## config.mk

```make
export PLATFORM = sky130hd
export DESIGN_NAME = seg7_scan_driver
export DESIGN_NICKNAME = d
export VERILOG_FILES = /design/src/rtl/seg7_pkg.sv /design/src/rtl/bcd_to_seg7.sv /design/src/rtl/seg7_scan_driver.sv
export SDC_FILE = /design/constraint.sdc
export NUM_CORES = 1
export LEC_CHECK = 0
export ABC_CLOCK_PERIOD_IN_PS = 2900
export BUFFER_PORTS_ARGS = -buffer_cell sky130_fd_sc_hd__buf_4
export CORE_ASPECT_RATIO = 1.2
export CORE_MARGIN = 5
export CORE_UTILIZATION = 35
export CTS_BUF_LIST = sky130_fd_sc_hd__clkbuf_16
export DETAILED_ROUTE_END_ITERATION = 16
export PLACE_DENSITY_LB_ADDON = 0.15
export SYNTH_ARGS = -nofsm -noshare
export SYNTH_HDL_FRONTEND = slang
export SYNTH_SLANG_ARGS = --single-unit
```

## constraint.sdc

```tcl
create_clock -name clk -period 2.9 [get_ports clk]
set_input_delay 0.29 -clock clk [delete_from_list [all_inputs] [get_ports clk]]
set_output_delay 0.29 -clock clk [all_outputs]
set_load 0.03 [all_outputs]
```

## src/rtl/seg7_pkg.sv

```systemverilog
// Shared seven-segment definitions: digit count, segment patterns and the frame payload.
// Segment bit order is {g,f,e,d,c,b,a}, active-low.
package seg7_pkg;

  localparam int unsigned NUM_DIGITS = 8;
  localparam int unsigned BCD_W      = 4;
  localparam int unsigned SEG_W      = 7;
  localparam int unsigned IDX_W      = 3;

  typedef logic [BCD_W-1:0] bcd_t;
  typedef logic [SEG_W-1:0] seg_t;

  localparam seg_t SEG_DIGIT [0:9] = '{
    7'b1000000, 7'b1111001, 7'b0100100, 7'b0110000, 7'b0011001,
    7'b0010010, 7'b0000010, 7'b1111000, 7'b0000000, 7'b0010000
  };
  localparam seg_t SEG_DASH  = 7'b0111111;
  localparam seg_t SEG_BLANK = 7'b1111111;

  // One displayed frame: all digits plus the per-frame display controls.
  typedef struct packed {
    bcd_t [NUM_DIGITS-1:0] digit;
    logic [NUM_DIGITS-1:0] dp_mask;
    logic                  blank_en;
  } frame_t;

endpackage

```

## src/rtl/bcd_to_seg7.sv

```systemverilog
// Combinational BCD to active-low seven-segment decoder; values 10..15 show a dash.
module bcd_to_seg7
  import seg7_pkg::*;
(
  input  logic [BCD_W-1:0] digit,
  output logic [SEG_W-1:0] seg
);

  always_comb begin
    seg = SEG_DASH;
    case (digit)
      4'd0: seg = SEG_DIGIT[0];
      4'd1: seg = SEG_DIGIT[1];
      4'd2: seg = SEG_DIGIT[2];
      4'd3: seg = SEG_DIGIT[3];
      4'd4: seg = SEG_DIGIT[4];
      4'd5: seg = SEG_DIGIT[5];
      4'd6: seg = SEG_DIGIT[6];
      4'd7: seg = SEG_DIGIT[7];
      4'd8: seg = SEG_DIGIT[8];
      4'd9: seg = SEG_DIGIT[9];
      default: seg = SEG_DASH;
    endcase
  end

endmodule

```

## src/rtl/seg7_scan_driver.sv

```systemverilog
// Time-multiplexes eight BCD digits onto a common-anode display, one digit per DIV cycles.
// Inputs are snapshotted once per frame so a changing value never tears mid-scan.
module seg7_scan_driver
  import seg7_pkg::*;
#(
  parameter int unsigned DIV = 100000
) (
  input  logic       clk,
  input  logic       reset,
  input  logic [3:0] one,
  input  logic [3:0] ten,
  input  logic [3:0] hundred,
  input  logic [3:0] thousand,
  input  logic [3:0] tenThousand,
  input  logic [3:0] hundredThousand,
  input  logic [3:0] mil,
  input  logic [3:0] tenMil,
  input  logic       blankEn,
  input  logic [7:0] dpMask,
  output logic [7:0] an,
  output logic [6:0] seg,
  output logic       dp
);

  localparam int unsigned PW = (DIV > 1) ? $clog2(DIV) : 1;

  logic [PW-1:0]         presc;
  logic [IDX_W-1:0]      idx;
  logic                  tick;
  frame_t                live;
  frame_t                snap;
  logic [NUM_DIGITS-1:0] lead_zero;
  logic                  blank;
  logic [SEG_W-1:0]      seg_dec;

  assign live.digit    = {tenMil, mil, hundredThousand, tenThousand,
                          thousand, hundred, ten, one};
  assign live.dp_mask  = dpMask;
  assign live.blank_en = blankEn;

  assign tick = (presc == PW'(DIV - 1));

  // Prescaler, scan index and frame snapshot taken on the 7->0 wrap.
  always_ff @(posedge clk) begin
    if (reset) begin
      presc <= '0;
      idx   <= '0;
      snap  <= '0;
    end else if (tick) begin
      presc <= '0;
      idx   <= idx + IDX_W'(1);
      if (idx == IDX_W'(NUM_DIGITS - 1)) begin
        snap <= live;
      end
    end else begin
      presc <= presc + PW'(1);
    end
  end

  // lead_zero[k]: snapshot digits k..7 are all zero.
  always_comb begin
    lead_zero = '0;
    lead_zero[NUM_DIGITS-1] = (snap.digit[NUM_DIGITS-1] == '0);
    for (int k = NUM_DIGITS - 2; k >= 0; k--) begin
      lead_zero[k] = lead_zero[k+1] & (snap.digit[k] == '0);
    end
    blank = snap.blank_en & lead_zero[idx] & (idx != '0);
  end

  bcd_to_seg7 u_dec (
    .digit (snap.digit[idx]),
    .seg   (seg_dec)
  );

  // Output registers; a blanked digit keeps every anode off.
  always_ff @(posedge clk) begin
    if (reset || blank) begin
      an  <= '1;
      seg <= SEG_BLANK;
      dp  <= 1'b1;
    end else begin
      an  <= ~(NUM_DIGITS'(1) << idx);
      seg <= seg_dec;
      dp  <= ~snap.dp_mask[idx];
    end
  end

endmodule

```

==> impl_metrics.ini, run 1 <==
[floorplanning]
io_pins = 59
die_area_sq_um = 11750
die_w_um = 99.79
start_util = 0.3558
core_sq_um = 9515
row_count = 39
die_y_um = 117.7

[power_and_ir_drop]
total_leakage_power_uw = 0.001627
power-per-cell-area_nw_per_um2 = 549.8
seqPwrFrac = 0.462
swShare = 0.1964
ir_worst_vdd_v = 0.0003715
p_clk_frac = 0.499
power_switching_uw = 455.4
share_comb_of_total_power = 0.039
power.internal_uw = 1863

[global_route]
antenna_found_initial = 0
grt_pass1_vias = 2747
grt_max_degree = 49
grt_overflow = 0
grtUsageTotal = 0.1367
grt_first_pass_wirelength_um = 13190

[final_layout]
num_antenna_cells = 0
seq_area_sq_um = 1541
layout_commonest_cell = nand2_1
multi_input_area_sq_um = 1692
final_cell_mix = nand2_1, dfxtp_1, buf_4
fill_cells = 988
final_nets = 492
area.growth.synth_to_final_pct = 24.54
drive_gt1_frac = 0.2104

[detailed_routing]
firstDrtPassIters = 4
dr_wl_met2_um = 3735
wl_per_cell_um = 13.76
wirelength_um = 7774
vias = 2762
wl_met3_um = 373
wl_met1_um = 3565
highest_layer = met4
final_antenna_net_count = 0
drc_errors = 0
vias_per_cell = 4.888
drt_iter0_drc = 131

[clock_network]
tritoncts = done
htree_levels = 3
cts-root-buf = clkbuf_16
clk_latency_ns = 0.33
clk_pin_slew_ns = 0.06
cts_resized = 0
cts_buffers = 9
postCtsSetupRepairBufs = 0
hold_buffers = 0
cts_sinks = 77
clockBufferDepth = 2

[critical_path]
worst_setup_path_start_kind = register
crit_path_start = idx[0]$_SDFFE_PP0P_
end_kind = register
worstReg2RegStart = idx[0]$_SDFFE_PP0P_
required_ns = 3.06
critical_path.max_fanout = 10
crit_arrival_ns = 2.78
cp_top_family = multiplexers
path_cells = mux4_2 > mux2i_1 > inv_1 > ha_1 > mux2_1 > o21ai_0 > nand3_1
cpPeakStageDelay_ns = 0.68
crit_slowest_cell = dfxtp_1
crit_type = reg2reg
critPathBufInv = 1

[placement]
dp_slack_ns = 0.2759
port_buffers = 58
globalplace.congestion = 0.8279
dp_hpwl_um = 5788

[synthesis]
ys_types = 38
netlist_area_sq_um = 3386
yosys_register_bits = 77
syn_avg_cell_area_sq_um = 8.794
synth_fp_nets = 440
synthCells = 385
ys_warn_count = 0
ys_seq_area_frac = 0.4553

[hold_path]
hold_start = thousand[1]
hp-class = in2reg

[sta]
final_hold_viol_count = 0
rsz0062_at_grt = false
fin_crit_sh = 0.9056
setup_tns_ns = 0
fin_crit_ns = 2.626
tightest_slew_ns = 1.038
slew_headroom = 0.3046
finalSetupViolations = 0
fmax_mhz = 380.8
finalWorstSetupSlack_ns = 0.2738
skew_ns = 0.01190
finalMaxSlewViolations = 0

[job]
maxCapViolations = 0

[run_status]
status = finished, final reports clean
-- tightest hold or removal path: cells and delay by family --
kind	cells	cell delay (ns)
AO/OA/AOI/OAI	1	0.05
buffers and inverters	1	0.10
AND/OR/NAND/NOR	1	0.05
-- metrics by stage --
step	hold WS (ns)	cells	utilization	area (sq um)	power, uW
floorplan	0.4269	385	-	3386	1126
global placement	0.4365	549	0.4100	3901	1185
detailed placement	0.4449	549	0.4100	3901	1186
CTS	0.2051	565	0.4431	4217	2347
global route	0.2059	565	0.4431	4217	2404
finish	0.2128	565	0.4431	4217	2318
-- state kept, by name, summed over array words and instances (netlist names) --
signal and flops:
seg 7, an 8, presc 17, dp 1, snap 41, idx 3
-- routing by layer --
| metal | global-route usage | up-vias |
|---|---|---|
| met5 | 0 | - |
| met4 | 0.04355 | 0 |
| met3 | 0.03853 | 10 |
| met2 | 0.2129 | 66 |
| met1 | 0.1820 | 1274 |
| li1 | - | 1412 |
-- cells by family after synthesis --
| family | synth area share |
|---|---|
| buf+inv | 0.04508 |
| mux | 0.09978 |
| xor+xnor | 0.04139 |
| flops | 0.4553 |
| simple gates | 0.2236 |
| compound gates | 0.09054 |
| fa+ha+maj | 0.04434 |
-- cells in the mapped netlist --
cell type / instances / area, sq um
nor3b_1: 2 / 15.01
clkinv_1: 1 / 3.750
inv_2: 1 / 3.750
mux2_2: 1 / 11.26
o21ai_1: 3 / 15.01
o21a_1: 1 / 7.510
nor4_1: 8 / 50.05
clkbuf_1: 12 / 45.04
xor2_1: 11 / 96.34
mux4_2: 9 / 202.7
buf_6: 2 / 22.52
inv_1: 7 / 26.28
and4_1: 2 / 17.52
nand2_1: 98 / 367.9
nor3_1: 1 / 5.000
ha_1: 12 / 150.1
and3_1: 4 / 25.02
dfxtp_1: 77 / 1541
or4b_2: 1 / 10.01
o211ai_1: 2 / 15.01
clkbuf_2: 1 / 5.000
buf_1: 1 / 3.750
xnor2_1: 5 / 43.79
nor2b_1: 2 / 12.51
nand3_1: 17 / 85.08
nand4_1: 12 / 75.07
a21o_1: 1 / 7.510
mux2i_4: 2 / 45.04
o21ai_0: 5 / 25.02
a211oi_1: 1 / 7.510
a21oi_1: 44 / 220.2
mux2_1: 2 / 22.52
nor2_1: 25 / 93.84
mux4_1: 1 / 26.28
a32oi_1: 1 / 8.760
buf_2: 4 / 20.02
buf_4: 3 / 22.52
mux2i_1: 3 / 30.03
-- final cells by class --
type / instances / share of cell area
clock inverter: 7 / 0.02137
timing repair buffer: 64 / 0.1139
multi-input combinational: 276 / 0.4012
clock buffer: 9 / 0.05341
sequential: 77 / 0.3656
tap: 123 / 0.03650
inverter: 9 / 0.008012
-- path summary, 6_finish.rpt --
kind / endpoint / slack, ns / depth (start not counted)
max: seg[3]$_SDFF_PP1_ / 0.27 / 7
min: snap[22]$_SDFFE_PP0P_ / 0.21 / 3
max reg2reg: seg[3]$_SDFF_PP1_ / 0.27 / 7
min reg2reg: snap[1]$_SDFFE_PP0P_ / 0.45 / 2
-- power by group through the flow --
stage | Clock [uW] | Sequential, uW | Combinational [uW]
floorplan | 0 | 1100 | 21.6
global placement | 0 | 1100 | 90.2
detailed placement | 0 | 1100 | 90.9
CTS | 1180 | 1070 | 91.2
global route | 1230 | 1070 | 97.9
finish | 1160 | 1070 | 89.4
No activity file was read; power rests on OpenSTA's default activity.
==> run 2: changes to the inputs <==
--- a/config.mk
+++ b/config.mk
@@ -15,4 +15,5 @@
 export PLACE_DENSITY_LB_ADDON = 0.15
 export SYNTH_ARGS = -nofsm -noshare
 export SYNTH_HDL_FRONTEND = slang
+export SYNTH_HIERARCHICAL = 1
 export SYNTH_SLANG_ARGS = --single-unit
==> impl_metrics.ini, run 2 <==
[run_status]
status = finished, final reports clean

[synthesis]
yosys_register_bits = 77
synth_fp_nets = 474
synth_common_cells = dfxtp_1, o21ai_0, a21oi_1, nand3_1, nor2_1
synth-async-reset-ratio = 0
ys_warn_count = 6
synth_top_area_frac = 0.4270
syn_avg_cell_area_sq_um = 8.615
synth_top_area_cell = dfxtp_1
synth.top_cells.by_area = dfxtp_1, o21ai_0, a21oi_1
synthCells = 419
synth_most_common_cell = dfxtp_1
synth_edf_count = 0
ys_seq_area_frac = 0.4270
synth-main-ff-cell = dfxtp_1
ys_types = 48
netlist_area_sq_um = 3610

[clock_network]
cts-root-buf = clkbuf_16
tritoncts = done
clockBufferDepth = 2
postCtsSetupRepairBufs = 0
clk_pin_slew_ns = 0.06
cts_buffers = 9
cts_sinks = 77
hold_buffers = 0
htree_levels = 3
cts_resized = 0
clk_latency_ns = 0.33

[sta]
tightest_slew_ns = 1.068
setup_tns_ns = 0
slew_headroom = 0.2874
fin_crit_sh = 0.8479
rsz0062_at_grt = false
final_hold_viol_count = 0
fmax_mhz = 406.7
finalSetupViolations = 0
fin_crit_ns = 2.459
finalWorstSetupSlack_ns = 0.4411
finalMaxSlewViolations = 0
skew_ns = 0.006753

[final_layout]
largest_reg_flops = 41
final_nets = 516
area.growth.synth_to_final_pct = 22.91
layout_commonest_cell = dfxtp_1
num_antenna_cells = 0
final_cell_mix = dfxtp_1, buf_4, o21ai_0
final_cells = 592
drive_gt1_frac = 0.2060
top_register = snap
fill_cells = 1012
final_util = 0.4410
top_regs = snap (41), presc (17), an (8)

[floorplanning]
core_sq_um = 10060
die_area_sq_um = 12450
start_util = 0.3588
row_count = 40
die_y_um = 121.2
io_pins = 59
die_w_um = 102.7

[critical_path]
path_cells = mux4_2 > nand2_1 > nand2_1 > inv_1 > ha_1 > a22oi_1 > nor2_1 > o21ai_0
crit_type = reg2reg
end_kind = register
critical_path.max_fanout = 11
worstRegToRegCells = 8
cpPeakStageDelay_ns = 0.68
crit_slowest_cell = dfxtp_1
worst_setup_path_start_kind = register
reg2reg_slack_ns = 0.44
crit_top_cell = nand2_1
required_ns = 3.14
crit_arrival_ns = 2.70

[detailed_routing]
final_antenna_net_count = 0
drt_iter0_drc = 131
vias = 3079
firstDrtPassIters = 6
wirelength_um = 8605
drc_errors = 0
wl_per_cell_um = 14.54
vias_per_cell = 5.201

[job]
maxCapViolations = 0

[placement]
globalplace.congestion = 0.7915
port_buffers = 58
dp_hpwl_um = 6259
placed_cells = 576
dp_slack_ns = 0.4219

[power_and_ir_drop]
ir_worst_vdd_v = 0.0002583
power-per-cell-area_nw_per_um2 = 546.9
total_leakage_power_uw = 0.001585

[global_route]
grt_pass1_vias = 2887
grt_max_degree = 60
grtUsageTotal = 0.1437
grt_overflow = 0
antenna_found_initial = 0
grt_first_pass_wirelength_um = 14240

[hold_path]
min_path_cells = 3
hp-class = in2reg
## run 2: cell count changes after synthesis, sizes merged, moves of 5 or more
cell | previous run | this run
nand2 | 98 | 21
o21ai | 8 | 61
nand3 | 17 | 51
clkbuf | 13 | 23
nand4 | 12 | 2
xor2 | 11 | 2
a21oi | 44 | 50
inv | 8 | 13
or3 | 0 | 5
## run 2: layer usage
layer  track usage  routed length, um  vias up
met5             0                  0        -
met4       0.05660                123        0
met3       0.02645                356       10
met2        0.2258               4154       65
met1        0.1931               3971     1416
li1              -                  -     1588
## run 2: kinds of logic after synthesis
logic type      count (synthesis)  synth area share
simple gates                  140            0.2062
compound gates                122            0.1778
flops                          77            0.4270
buf+inv                        46           0.05546
fa+ha+maj                      12           0.04159
xor+xnor                       11           0.02669
mux                            11           0.06517
## run 2: worst paths after layout
path | to | startpoint
setup / recovery | seg[3]$_SDFF_PP1_ | idx[0]$_SDFFE_PP0P_
hold / removal | snap[34]$_SDFFE_PP0P_ | mil[1]
setup reg to reg | seg[3]$_SDFF_PP1_ | idx[0]$_SDFFE_PP0P_
hold reg to reg | presc[0]$_SDFF_PP0_ | presc[0]$_SDFF_PP0_
## run 2: where the power goes
group | total, uW | internal [uW] | switching, uW
logic | 89.0 | 48.1 | 40.9
registers | 1070 | 1070 | 4.61
clock network | 1270 | 837 | 429
## run 2: critical path: cells and delay by family (launching register included)
kind / cells / cell delay, ns
AOI/OAI and AO/OA: 2 / 0.33
adders and majority gates: 1 / 0.26
buffers and inverters: 1 / 0.16
DFF: 1 / 0.68
muxes: 1 / 0.59
and+or+nand+nor: 3 / 0.35
## run 2: per-stage QoR
stage	instance area [sq um]	power, uW	hold slack, ns
2_1_floorplan	3610	1128	0.3923
3_3_place_gp	4096	1184	0.4413
3_5_place_dp	4096	1186	0.4503
4_1_cts	4437	2456	0.2040
5_1_grt	4437	2510	0.2250
6_report	4437	2426	0.2133
## run 2: final cells by class
cell class                 instances  area (sq um)  area share
sequential                        77          1541      0.3474
timing repair buffer              64         480.5      0.1083
inverter                          13         48.80     0.01100
clock inverter                     7         115.1     0.02594
tap                              126         157.7     0.03553
multi-input combinational        296          1868      0.4210
clock buffer                       9         225.2     0.05076
==> run 3: changes to the inputs <==
--- a/config.mk
+++ b/config.mk
@@ -5,7 +5,7 @@
 export SDC_FILE = /design/constraint.sdc
 export NUM_CORES = 1
 export LEC_CHECK = 0
-export ABC_CLOCK_PERIOD_IN_PS = 2900
+export ABC_CLOCK_PERIOD_IN_PS = 2300
 export BUFFER_PORTS_ARGS = -buffer_cell sky130_fd_sc_hd__buf_4
 export CORE_ASPECT_RATIO = 1.2
 export CORE_MARGIN = 5
==> constraint.sdc (replaced) <==
create_clock -name clk -period 2.3 [get_ports clk]
set_input_delay 0.23 -clock clk [delete_from_list [all_inputs] [get_ports clk]]
set_output_delay 0.23 -clock clk [all_outputs]
set_load 0.03 [all_outputs]
==> impl_metrics.ini, run 3 (same netlist as run 2, synthesis figures left out) <==
[final_layout]
layout_commonest_cell = dfxtp_1
area.growth.synth_to_final_pct = 24.51
fill_cells = 1039
top_register = snap
final_nets = 523
largest_reg_flops = 41
seq_area_sq_um = 1543
drive_gt1_frac = 0.2220
final_cell_mix = dfxtp_1, buf_4, o21ai_0
multi_input_area_sq_um = 1871
top_regs = snap (41), presc (17), an (8)
num_antenna_cells = 0

[sta]
finalMaxSlewViolations = 0
hold-worst-slack_ns = 0.1564
fin_crit_ns = 2.078
skew_ns = 0.008898
fmax_mhz = 481.2
finalSetupViolations = 0
tightest_slew_ns = 0.5953
setup_tns_ns = 0
rsz0062_at_grt = false
slew_headroom = 0.6032
fin_crit_sh = 0.9036
final_hold_viol_count = 0

[floorplanning]
die_area_sq_um = 12450
row_count = 40
die_w_um = 102.7
core_sq_um = 10060
start_util = 0.3588
die_y_um = 121.2
io_pins = 59

[critical_path]
critical_path.max_fanout = 10
crit_type = reg2reg
worst_setup_path_start_kind = register
crit_arrival_ns = 2.28
crit_slowest_cell = mux4_2
path_cells = buf_12 > mux4_2 > nand2_1 > nand2_1 > ha_1 > mux2i_1 > a22oi_1 > nor2_1 > o21ai_0
required_ns = 2.51
cpPeakStageDelay_ns = 0.49
crit_top_cell = nand2_1
end_kind = register

[placement]
globalplace.congestion = 0.8305
dp_hpwl_um = 6352
port_buffers = 58

[global_route]
grtUsageTotal = 0.1484
grt_max_degree = 60
grt_overflow = 0
grt_first_pass_wirelength_um = 14590
antenna_found_initial = 0
grt_pass1_vias = 2991

[power_and_ir_drop]
power-per-cell-area_nw_per_um2 = 657.9
ir_worst_vdd_v = 0.0004197
total_leakage_power_uw = 0.001623

[run_status]
status = finished, final reports clean

[detailed_routing]
drc_errors = 0
wl_per_cell_um = 14.76
firstDrtPassIters = 4
final_antenna_net_count = 0
drt_iter0_drc = 100
wirelength_um = 8840
vias_per_cell = 5.199
vias = 3114

[clock_network]
clockBufferDepth = 2
tritoncts = done
clk_latency_ns = 0.33
htree_levels = 3
clk_pin_slew_ns = 0.06
cts_buffers = 9
cts_sinks = 77
cts-root-buf = clkbuf_16

[job]
maxCapViolations = 0

[hold_path]
hp-class = in2reg
==> run 3: timing repair <==
action | CTS | global route
gates resized for setup | 0 | 2
buffers inserted | 0 | 0
endpoints found under the setup margin | 0 | 4
hold buffers | 0 | 0
hold endpoints to repair | 0 | 0
==> run 3: area by class of cell <==
cell class | count | share of cell area
flip-flops and latches | 77 | 0.3433
repair buffers | 71 | 0.1242
clock inverters | 7 | 0.02032
multi-input cells | 296 | 0.4162
inverters | 13 | 0.01086
well taps | 126 | 0.03508
clock buffers | 9 | 0.05011
==> run 3: through the flow <==
stage          total power [uW]  area, sq um  utilization  setup slack, ns  cells
2_1_floorplan              1423         3610            -           0.1573    419
3_3_place_gp               1495         4174       0.4149           0.2281    583
3_5_place_dp               1497         4174       0.4149           0.1583    583
4_1_cts                    2998         4491       0.4464           0.1344    599
5_1_grt                    3085         4494       0.4468          0.02484    599
6_report                   2957         4494       0.4468           0.2217    599
==> run 3: worst max-delay path, delay by kind of cell (launching register included) <==
kind,cells,cell delay (ns)
flops,1,0.38
buf+inv,1,0.16
compound gates,2,0.19
simple gates,3,0.32
mux,2,0.67
fa+ha+maj,1,0.23
==> run 3: power by group <==
| group | leakage (uW) | internal (uW) | switching, uW |
|---|---|---|---|
| clock | 0.000161 | 945 | 547 |
| combinational | 0.000838 | 61.7 | 52.1 |
| sequential | 0.000624 | 1340 | 6.04 |
==> run 3: path summary, 6_finish.rpt <==
path,start,slack (ns),cells after the start,to
min reg2reg,presc[0]$_SDFF_PP0_,0.46,1,presc[0]$_SDFF_PP0_
max reg2reg,idx[0]$_SDFFE_PP0P_,0.22,9,seg[3]$_SDFF_PP1_
max,idx[0]$_SDFFE_PP0P_,0.22,9,seg[3]$_SDFF_PP1_
min,tenThousand[2],0.16,3,snap[27]$_SDFFE_PP0P_
==> run 3: per-layer routing <==
layer,GRT usage,part of all wire
met4,0.05250,0.014
met2,0.2395,0.49
met5,0,0
met1,0.1912,0.45
met3,0.03565,0.038
